### src/rtl/lasernet_pkg.sv
// Shared definitions for the laser link: packet width, source encoding and
// the transmit scheduler state/debug types.
package lasernet_pkg;

  localparam int PKT_LENGTH = 288;

  localparam logic SRC_DATA = 1'b0;
  localparam logic SRC_CTRL = 1'b1;

  typedef enum logic [1:0] {
    ST_IDLE,
    ST_LOAD,
    ST_SEND,
    ST_GAP
  } sched_state_e;

  typedef struct packed {
    sched_state_e state;
    logic         busy;
    logic [7:0]   streak;
  } sched_dbg_t;

endpackage

### src/rtl/retx_timer.sv
// Go-back-n retransmit timer: counts from a data tx_done and emits a single
// expiry pulse TIMEOUT_CYCLES edges later unless cleared by an ACK first.
module retx_timer #(
  parameter int TIMEOUT_CYCLES = 2_000_000
) (
  input  logic clk,
  input  logic reset_n,
  input  logic start,
  input  logic clear,
  output logic expire
);

  localparam int CW = $clog2(TIMEOUT_CYCLES);

  logic [CW-1:0] cnt;
  logic          running;

  // start beats clear so an ACK coinciding with a fresh data completion re-arms
  always_ff @(posedge clk or negedge reset_n) begin
    if (!reset_n) begin
      cnt     <= '0;
      running <= 1'b0;
      expire  <= 1'b0;
    end else begin
      expire <= 1'b0;
      if (start) begin
        cnt     <= '0;
        running <= 1'b1;
      end else if (clear) begin
        cnt     <= '0;
        running <= 1'b0;
      end else if (running) begin
        if (cnt == CW'(TIMEOUT_CYCLES - 1)) begin
          cnt     <= '0;
          running <= 1'b0;
          expire  <= 1'b1;
        end else begin
          cnt <= cnt + 1'b1;
        end
      end
    end
  end

endmodule

### src/rtl/laser_tx_sched.sv
// Shares the serial_tx laser channel between data and control packets, with
// control priority, anti-starvation, an inter-packet gap and the retx timer.
module laser_tx_sched
  import lasernet_pkg::*;
#(
  parameter int GAP_CYCLES      = 1024,
  parameter int TIMEOUT_CYCLES  = 2_000_000,
  parameter int MAX_CTRL_STREAK = 3
) (
  input  logic                  clk,
  input  logic                  reset_n,
  input  logic                  data_req,
  input  logic [PKT_LENGTH-1:0] data_pkt,
  input  logic                  ctrl_req,
  input  logic [PKT_LENGTH-1:0] ctrl_pkt,
  input  logic                  ack_in,
  input  logic                  tx_busy,
  input  logic                  tx_done,
  output logic [PKT_LENGTH-1:0] tx_data,
  output logic                  tx_new,
  output logic                  grant_src,
  output logic                  data_pending,
  output logic                  ctrl_pending,
  output logic                  timeout,
  output logic [7:0]            overwrite_cnt,
  output sched_dbg_t            dbg
);

  localparam int GW = $clog2(GAP_CYCLES + 1);

  // Handshake: *_req are valid-only pulses with no ready; a request that finds
  // its slot full replaces the stored packet, tx_new/tx_done pace serial_tx.
  sched_state_e          state;
  logic [GW-1:0]         gap_cnt;
  logic [7:0]            streak;
  logic [PKT_LENGTH-1:0] data_slot;
  logic [PKT_LENGTH-1:0] ctrl_slot;
  logic                  busy_q;

  logic       grant_now;
  logic       pick_data;
  logic       data_grant;
  logic       ctrl_grant;
  logic       data_ovw;
  logic       ctrl_ovw;
  logic [9:0] ovw_sum;
  logic [7:0] ovw_next;
  logic       timer_start;

  always_comb begin
    grant_now  = (state == ST_IDLE) && (data_pending || ctrl_pending);
    pick_data  = data_pending && (!ctrl_pending || (streak == 8'(MAX_CTRL_STREAK)));
    data_grant = grant_now && pick_data;
    ctrl_grant = grant_now && !pick_data;
    // A request landing on the slot being granted refills it; not an overwrite
    data_ovw   = data_req && data_pending && !data_grant;
    ctrl_ovw   = ctrl_req && ctrl_pending && !ctrl_grant;
    ovw_sum    = {2'b00, overwrite_cnt} + 10'(data_ovw) + 10'(ctrl_ovw);
    ovw_next   = (ovw_sum > 10'd255) ? 8'hFF : ovw_sum[7:0];
    timer_start = (state == ST_SEND) && tx_done && (grant_src == SRC_DATA);
  end

  always_ff @(posedge clk or negedge reset_n) begin
    if (!reset_n) begin
      state         <= ST_IDLE;
      gap_cnt       <= '0;
      streak        <= '0;
      data_slot     <= '0;
      ctrl_slot     <= '0;
      data_pending  <= 1'b0;
      ctrl_pending  <= 1'b0;
      tx_data       <= '0;
      tx_new        <= 1'b0;
      grant_src     <= SRC_DATA;
      overwrite_cnt <= '0;
      busy_q        <= 1'b0;
    end else begin
      busy_q        <= tx_busy;
      tx_new        <= 1'b0;
      overwrite_cnt <= ovw_next;

      if (data_req) begin
        data_slot    <= data_pkt;
        data_pending <= 1'b1;
      end else if (data_grant) begin
        data_pending <= 1'b0;
      end

      if (ctrl_req) begin
        ctrl_slot    <= ctrl_pkt;
        ctrl_pending <= 1'b1;
      end else if (ctrl_grant) begin
        ctrl_pending <= 1'b0;
      end

      case (state)
        ST_IDLE: begin
          if (grant_now) begin
            state <= ST_LOAD;
            if (pick_data) begin
              tx_data   <= data_slot;
              grant_src <= SRC_DATA;
              streak    <= '0;
            end else begin
              tx_data   <= ctrl_slot;
              grant_src <= SRC_CTRL;
              if (data_pending) streak <= streak + 1'b1;
            end
          end
        end
        ST_LOAD: begin
          tx_new <= 1'b1;
          state  <= ST_SEND;
        end
        ST_SEND: begin
          if (tx_done) begin
            gap_cnt <= '0;
            state   <= ST_GAP;
          end
        end
        ST_GAP: begin
          if (gap_cnt == GW'(GAP_CYCLES - 1)) state <= ST_IDLE;
          else gap_cnt <= gap_cnt + 1'b1;
        end
        default: state <= ST_IDLE;
      endcase
    end
  end

  retx_timer #(
    .TIMEOUT_CYCLES(TIMEOUT_CYCLES)
  ) u_retx_timer (
    .clk    (clk),
    .reset_n(reset_n),
    .start  (timer_start),
    .clear  (ack_in),
    .expire (timeout)
  );

  assign dbg = {state, busy_q, streak};

endmodule

### config.mk
export PLATFORM = sky130hd
export DESIGN_NAME = laser_tx_sched
export DESIGN_NICKNAME = d
export VERILOG_FILES = /design/src/rtl/lasernet_pkg.sv /design/src/rtl/retx_timer.sv /design/src/rtl/laser_tx_sched.sv
export SDC_FILE = /design/constraint.sdc
export NUM_CORES = 1
export LEC_CHECK = 0
export ABC_AREA = 1
export CAP_MARGIN = 0
export CORE_AREA = 3 3 346 348
export DETAILED_ROUTE_END_ITERATION = 16
export DIE_AREA = 0 0 349 351
export SLEW_MARGIN = 20
export SYNTH_ARGS = -nofsm -noshare
export SYNTH_HDL_FRONTEND = slang
export SYNTH_SLANG_ARGS = --single-unit
### constraint.sdc
create_clock -name clk -period 2.7 [get_ports clk]
set_clock_uncertainty 0.15 [all_clocks]
set_input_delay 0.27 -clock clk [delete_from_list [all_inputs] [get_ports clk]]
set_output_delay 0.27 -clock clk [all_outputs]
set_load 0.01 [all_outputs]
; Yosys cells after proc, flatten, opt, wreduce, memory -nomap -nowiden
; Cells that the tools add are included.
[word_totals]
reg_bits = 921
inputBits = 583
out_inout_bits = 312
wordCells = 87
[op_classes]
addsub = 5
order_cmp = 1
eq_ne = 10
muxes = 29
bitwise_logic = 1
n_reduce_logical = 26
[op_table]
columns = op, count
row1 = $mux W288, 1
row2 = $mux W21, 4
row3 = $mux W8, 3
row4 = $mux W11, 2
row5 = $pmux W11 S2, 1
row6 = $add A21 B1 Y21 const B, 1
row7 = $eq A21 B21 Y1 const B, 1
row8 = $mux W1, 14
row9 = $add A11 B1 Y11 const B, 1
row10 = $eq A11 B10 Y1 const B, 1
row11 = $add A9 B1 Y10, 1
row12 = $gt A10 B8 Y1 const B, 1
row13 = $logic_and A1 B1 Y1, 10
row14 = $add A8 B1 Y9, 1
row15 = $reduce_and A3 Y1, 3
row16 = $add A8 B1 Y8 const B, 1
row17 = $eq A8 B2 Y1 const B, 1
row18 = $ne A2 B2 Y1 const B, 4
row19 = $pmux W2 S4, 1
row20 = $reduce_bool A2 Y1, 4
row21 = $mux W2, 3
row22 = $eq A2 B2 Y1 const B, 2
row23 = $logic_not A1 Y1, 4
row24 = $reduce_bool A3 Y1, 1
row25 = other kinds (5), 6

; Depth between registers and ports, before layout
[depth]
word_depth = 10
mapped_depth = 19
mapped_depth_nobuf = 17

; Modules after synthesis
; From an unflattened synthesis, not the netlist that was laid out.
[unflattened]
hier_cells = 4473
hier_area_um2 = 38079.0
[modules_own_cells]
columns = module, n_inst, cells_each, area_per_inst_um2, seq_area_each_um2
row1 = laser_tx_sched, 1, 4276, 36621.4, 22471.6
row2 = retx_timer, 1, 197, 1457.6, 575.6

; Worst setup path after synthesis
; No wires, ideal clock.
[synth_timing]
path_type = register to register
startpoint = register streak[0]
endpoint = register overwrite_cnt[2]
setup_ns = 0.083
t_arrival_ns = 2.737
t_required_ns = 2.467
path_slack_ns = -0.270
stages_incl_launch_ff = 19
n_path_buf = 3
period_less_slack_ns = 2.970
cell_sequence = dfrtp_1 ha_1 nand4_1 o21ai_1 nand2_2 nand2_1 buf_2 buf_4 buf_4 nand3_1 fa_1 inv_1 ha_1 nand2_1 inv_1 nand2_1 nor3_1 nand2_1 o21ai_0
[synth_between]
elab_chain_cells = 10
word_cells_on_any_way = 14
cone_classes = add/sub: 2 / order compare: 1 / eq/ne: 1 / mux: 1 / reduce/logical: 9
[synth_lines]
columns = element, line
row1 = from (decl), laser_tx_sched.sv:35  ; logic [7:0] streak;
row2 = from (signal assigned), laser_tx_sched.sv:107  ; if (data_pending) streak <= streak + 1'b1;
row3 = $eq A8 B2 Y1 (*), laser_tx_sched.sv:52  ; pick_data = data_pending && (!ctrl_pending || (streak == 8'(MAX_CTRL_STREAK)));
row4 = $logic_or A1 B1 Y1 (*), laser_tx_sched.sv:52
row5 = $logic_and A1 B1 Y1 (*), laser_tx_sched.sv:52
row6 = $logic_and A1 B1 Y1 / $logic_not A1 Y1 (equally long branches), "laser_tx_sched.sv:53, laser_tx_sched.sv:54"
row7 = $logic_not A1 Y1 / $logic_and A1 B1 Y1 (equally long branches), "laser_tx_sched.sv:56, laser_tx_sched.sv:54"
row8 = $logic_and A1 B1 Y1 / $logic_not A1 Y1 (equally long branches), "laser_tx_sched.sv:56, laser_tx_sched.sv:57"
row9 = $add A8 B1 Y9 / $logic_and A1 B1 Y1 (equally long branches), "laser_tx_sched.sv:58, laser_tx_sched.sv:57"
row10 = $add A9 B1 Y10 (*), laser_tx_sched.sv:58  ; ovw_sum = {2'b00, overwrite_cnt} + 10'(data_ovw) + 10'(ctrl_ovw);
row11 = $gt A10 B8 Y1, laser_tx_sched.sv:59  ; ovw_next = (ovw_sum > 10'd255) ? 8'hFF : ovw_sum[7:0];
row12 = $mux W8 (*), laser_tx_sched.sv:59
row13 = net ovw_next[2], laser_tx_sched.sv:47  ; logic [7:0] ovw_next;
row14 = to (signal assigned), laser_tx_sched.sv:80  ; overwrite_cnt <= ovw_next;
row15 = to (decl), laser_tx_sched.sv:25  ; output logic [7:0] overwrite_cnt,
; The timed path passes the listed nets; every way through them passes the cells marked *.
; A chain may end at the register's enable or synchronous reset.

; Worst setup path in the final report
[layout_timing]
startpoint = register streak[0]
endpoint = register tx_data[46]
[layout_between]
elab_chain_cells = 4
[layout_lines]
columns = element, line
row1 = $eq A8 B2 Y1, laser_tx_sched.sv:52
row2 = $logic_or A1 B1 Y1, laser_tx_sched.sv:52
row3 = $logic_and A1 B1 Y1, laser_tx_sched.sv:52
row4 = $mux W288, laser_tx_sched.sv:100  ; if (pick_data) begin
row5 = to (signal assigned), laser_tx_sched.sv:101  ; tx_data <= data_slot;
row6 = to (signal assigned), laser_tx_sched.sv:105  ; tx_data <= ctrl_slot;
row7 = to (decl), laser_tx_sched.sv:19  ; output logic [PKT_LENGTH-1:0] tx_data,
; Every way passes these cells.

==> results.md <==
- The analysis attributes to cell leakage a power of ~26 nW.
- The critical path in this run is classified as flop to flop.
- The share of cells above drive strength 1 is approximately 5.0%.
- The critical path contains buffers and inverters numbering 2 combined.
- The number of cells in the design after placement is 6,450.
- The start point of the worst min-delay path is ctrl_pkt[255].
- Fill cells in the final layout number 10.82k.
- Counting instances, the worst hold path has a depth of 3.
- The endpoint identified for the worst register-to-register timing path is tx_data[46].
- The number of antenna violations at the first check in global routing is 27.
- The setup check on the worst reg-to-reg path leaves a slack of around 0.053 ns.
- After detailed routing, the average wire length per cell comes to approximately 19 um.
- The net total in the final layout is 6,101.
- Measured in cells, the most critical reg-to-reg path has a length of 9.
- The post-synthesis instance area is between 30,000 and 40,000 um^2.
- The biggest fanout along the worst timing path is between 150 and 200.
- The final route contains approximately 33k vias.
- The number of maximum-capacitance constraint violations is 0.
- Traced cell by cell, the critical path runs through ha_2 > nand4_1 > o21ai_1 > nand2_2 > nor2_4 > buf_4 > buf_16 > nand2_1 > o211ai_1.
- The total number of H-tree levels is 3.
- The global placer's final weighted congestion is 0.8542.
- After synthesis, the mean cell area works out to about 8.8 um^2.
- The highest clock rate is between 300 and 400 MHz.
- The first global-routing pass estimated about 210 mm of wire.
- The power per cell area is ~860 nW/um^2.
- The flow ran to the end, and the final reports show no timing, DRC or antenna violations.
- The number of standard-cell rows in the floorplan is approximately 130.
- The power after layout is between 40 and 50 mW.
- The setup total negative slack is 0 ns.
- The library cell used most frequently in the layout, excluding fill and tap cells, is nand2_1.
- The startpoint type of the worst setup path is a flop.
- The tree is rooted in a clkbuf_16.
- The count of antenna-violating nets left after detailed routing is 0.
- The layout overhead on the synthesized area is 52.64%.
- Summed over all layers, the global routing overflow is 0.
- Clock tree synthesis inserted a total of ~100 buffers.
- In the layout the commonest cells are nand2_1 (2,117), dfrtp_1 (921), clkdlybuf4s50_1 (891).
- The total number of clock tree sinks is 921.
- The core region is 116,500 um^2.
- On the critical path, the stage with the largest delay is an instance of buf_16.
- The first detailed-routing pass took 5 iterations.
- The share of the Yosys chip area taken by registers is 62.54%.
- Across every metal layer, demand over resource in global routing totals between 20% and 30%.
- At the pin with the least slew margin, the transition time is approximately 1.1 ns.
- After detailed routing, the number of remaining DRC violations is 0.
- The routed design has between 100 and 150 mm of wire.
- The number of global-route vias before repair came to roughly 34k.
- The count of final hold-check violations is 0.
- For the worst-skew pair, the clock arrives at the later sink with an insertion delay of between 0.6 and 0.7 ns.
- The async set-or-reset flop fraction in the synthesized netlist is 100.0%.
- The largest net degree at the start of global routing is 163.
- The chip height is roughly 350 um.
- The netlist uses 32 different library cells.
- Headroom to the max-slew limit came out at a little over a quarter.
- Using the TritonRoute via totals, the vias-per-cell ratio works out to around 4.7.
- In this run the worst hold path is classified as input port to flop.
- Broken down by cell family, the worst path's largest delay share belongs to simple AND/OR/NAND/NOR gates.
- The worst flop-to-flop path startpoint is streak[0].
- Synthesis produced a netlist with a net count of between 4k and 5k.
- Registers take 23,050 um^2.
- The main flop type after synthesis is dfrtp_1.
- The endpoint kind of the worst setup timing path is a flop.
- The starting density of the core is between 30% and 40%.
- The number of warning messages in the yosys log is 0.
- From left edge to right edge, the die measures between 300 and 400 um.
- The setup-violating endpoint count in the final report is 0.
- Counting every instance in the synthesized netlist gives roughly 4.2k.
- The count of pins over their slew limit is 0.
- The worst path in the final design needs a cycle of 2.647 ns, including I/O delays and setup.
- After clock tree synthesis, the clock-pin slew on the worst setup and hold paths is 0.06 ns.
- The largest stage delay on the critical path is between 0.3 and 0.4 ns.
- During I/O placement, the number of pins put on the boundary was roughly 900.
- Buffers placed on the I/O ports in this run total ~890.
- The DRC violation total after the first TritonRoute iteration is 2,156.
- The worst hold path terminates at ctrl_slot[255].
- The final cell count without fillers is approximately 7k.
- Summed over all nets, the half-perimeter wirelength after detailed placement is roughly 91 mm.
- No sink is reached through more buffers than the 3 on the longest clock path.
- In the final layout, the multi-input gates occupy ~12,000 um^2.
- The CTS tree is built.
- The synthesized design contains 0 enable-type register cells.
- The post-route clock period utilization is 98.02%.
- The register bit total from synthesis is slightly above 900.
- The maximum VDD drop is around 0.67 mV.
- STA puts the critical path data required time at 3.08 ns.
- At the worst endpoint, the arrival time is 3.03 ns.
- The floorplan step defined a die boundary enclosing 122,500 um^2.
## state kept, by name (all words and copies together), names as in the netlist, 2 cells and up
signal	count
overwrite_cnt	8
data_slot	288
ctrl_slot	288
streak	8
tx_data	288
state	2
gap_cnt	11
u_retx_timer.cnt	21
## synthesized netlist by cell type, types with 3 or more instances
cell,count,area [um^2]
nand3_1,138,690.7
o22ai_1,4,25.02
clkbuf_1,134,503.0
o211ai_1,188,1411
xor2_1,11,96.34
buf_2,70,350.3
a21oi_1,11,55.05
nor2_1,48,180.2
nand4_1,6,37.54
inv_2,3,11.26
buf_4,14,105.1
nand3b_1,3,22.52
inv_1,243,912.1
nor3_1,13,65.06
buf_1,9,33.78
o21ai_0,221,1106
nand2_1,2120,7958
dfrtp_1,921,23050
ha_1,8,100.1
## worst min-delay path: stages
cell and delay (ns):
clkdlybuf4s50_1 0.43, nand2_1 0.08, nand2_1 0.05
## per-stage QoR
stage	area (um^2)	hold slack [ns]	util [%]	setup slack (ns)
detailed placement	47850	0.1024	41.07	0.1094
floorplan	36920	-0.1756	-	-0.03993
global route	56230	0.008328	48.26	-0.03210
CTS	56130	0.0005063	48.17	0.04527
global placement	47850	0.09324	41.07	0.1029
finish	56250	0.02631	48.27	0.05348
## layout make-up
type                       instances  area share (%)
timing repair buffer            1451           26.39
tap                             1524           3.390
antenna                           20         0.08898
clock inverter                    39          0.8698
clock buffer                     151           5.383
sequential                       921           40.97
inverter                         246           1.673
multi-input combinational       2786           21.23
## per-layer routing
| layer | global-route usage (%) | wire length, um |
|---|---|---|
| met5 | 0 | 107 |
| met4 | 11.19 | 7479 |
| met3 | 4.746 | 8739 |
| met2 | 36.43 | 65830 |
| met1 | 26.99 | 55540 |
## report_power, final
part           internal, mW  switching [mW]  total [mW]
clock                  8.41            5.99        14.4
sequential             16.7            1.71        18.4
combinational          7.11            8.33        15.4
## what timing repair did
item,CTS,global route
endpoints found under the hold margin,977,0
gates resized for setup,0,3
hold buffers,474,0
buffers inserted,0,3
setup endpoints to repair,0,72
## how the worst max path moves through the flow
stage	from	slack (ns)	end	cells after the start
2_1_floorplan	streak[0]	-0.04	overwrite_cnt[7]	18
3_3_place_gp	streak[1]	0.10	overwrite_cnt[7]	16
3_5_place_dp	state[1]	0.11	tx_data[41]	10
4_1_cts	state[1]	0.05	tx_data[46]	10
5_1_grt	streak[0]	-0.03	overwrite_cnt[4]	16
6_report	streak[0]	0.05	tx_data[46]	9
## cells by family (layout without fill, tap and decap cells)
kind of cell	count (synthesis)	count (layout)	share of synthesized area (%)
flip-flops	921	921	62.54
other	0	20	0
adder cells (fa/ha/maj)	9	9	0.3260
buffers and inverters	474	1887	5.229
AO/OA/AOI/OAI	430	430	7.181
XOR/XNOR	12	12	0.2852
AND/OR/NAND/NOR	2335	2335	24.44
No activity file was read; power rests on OpenSTA's default activity.
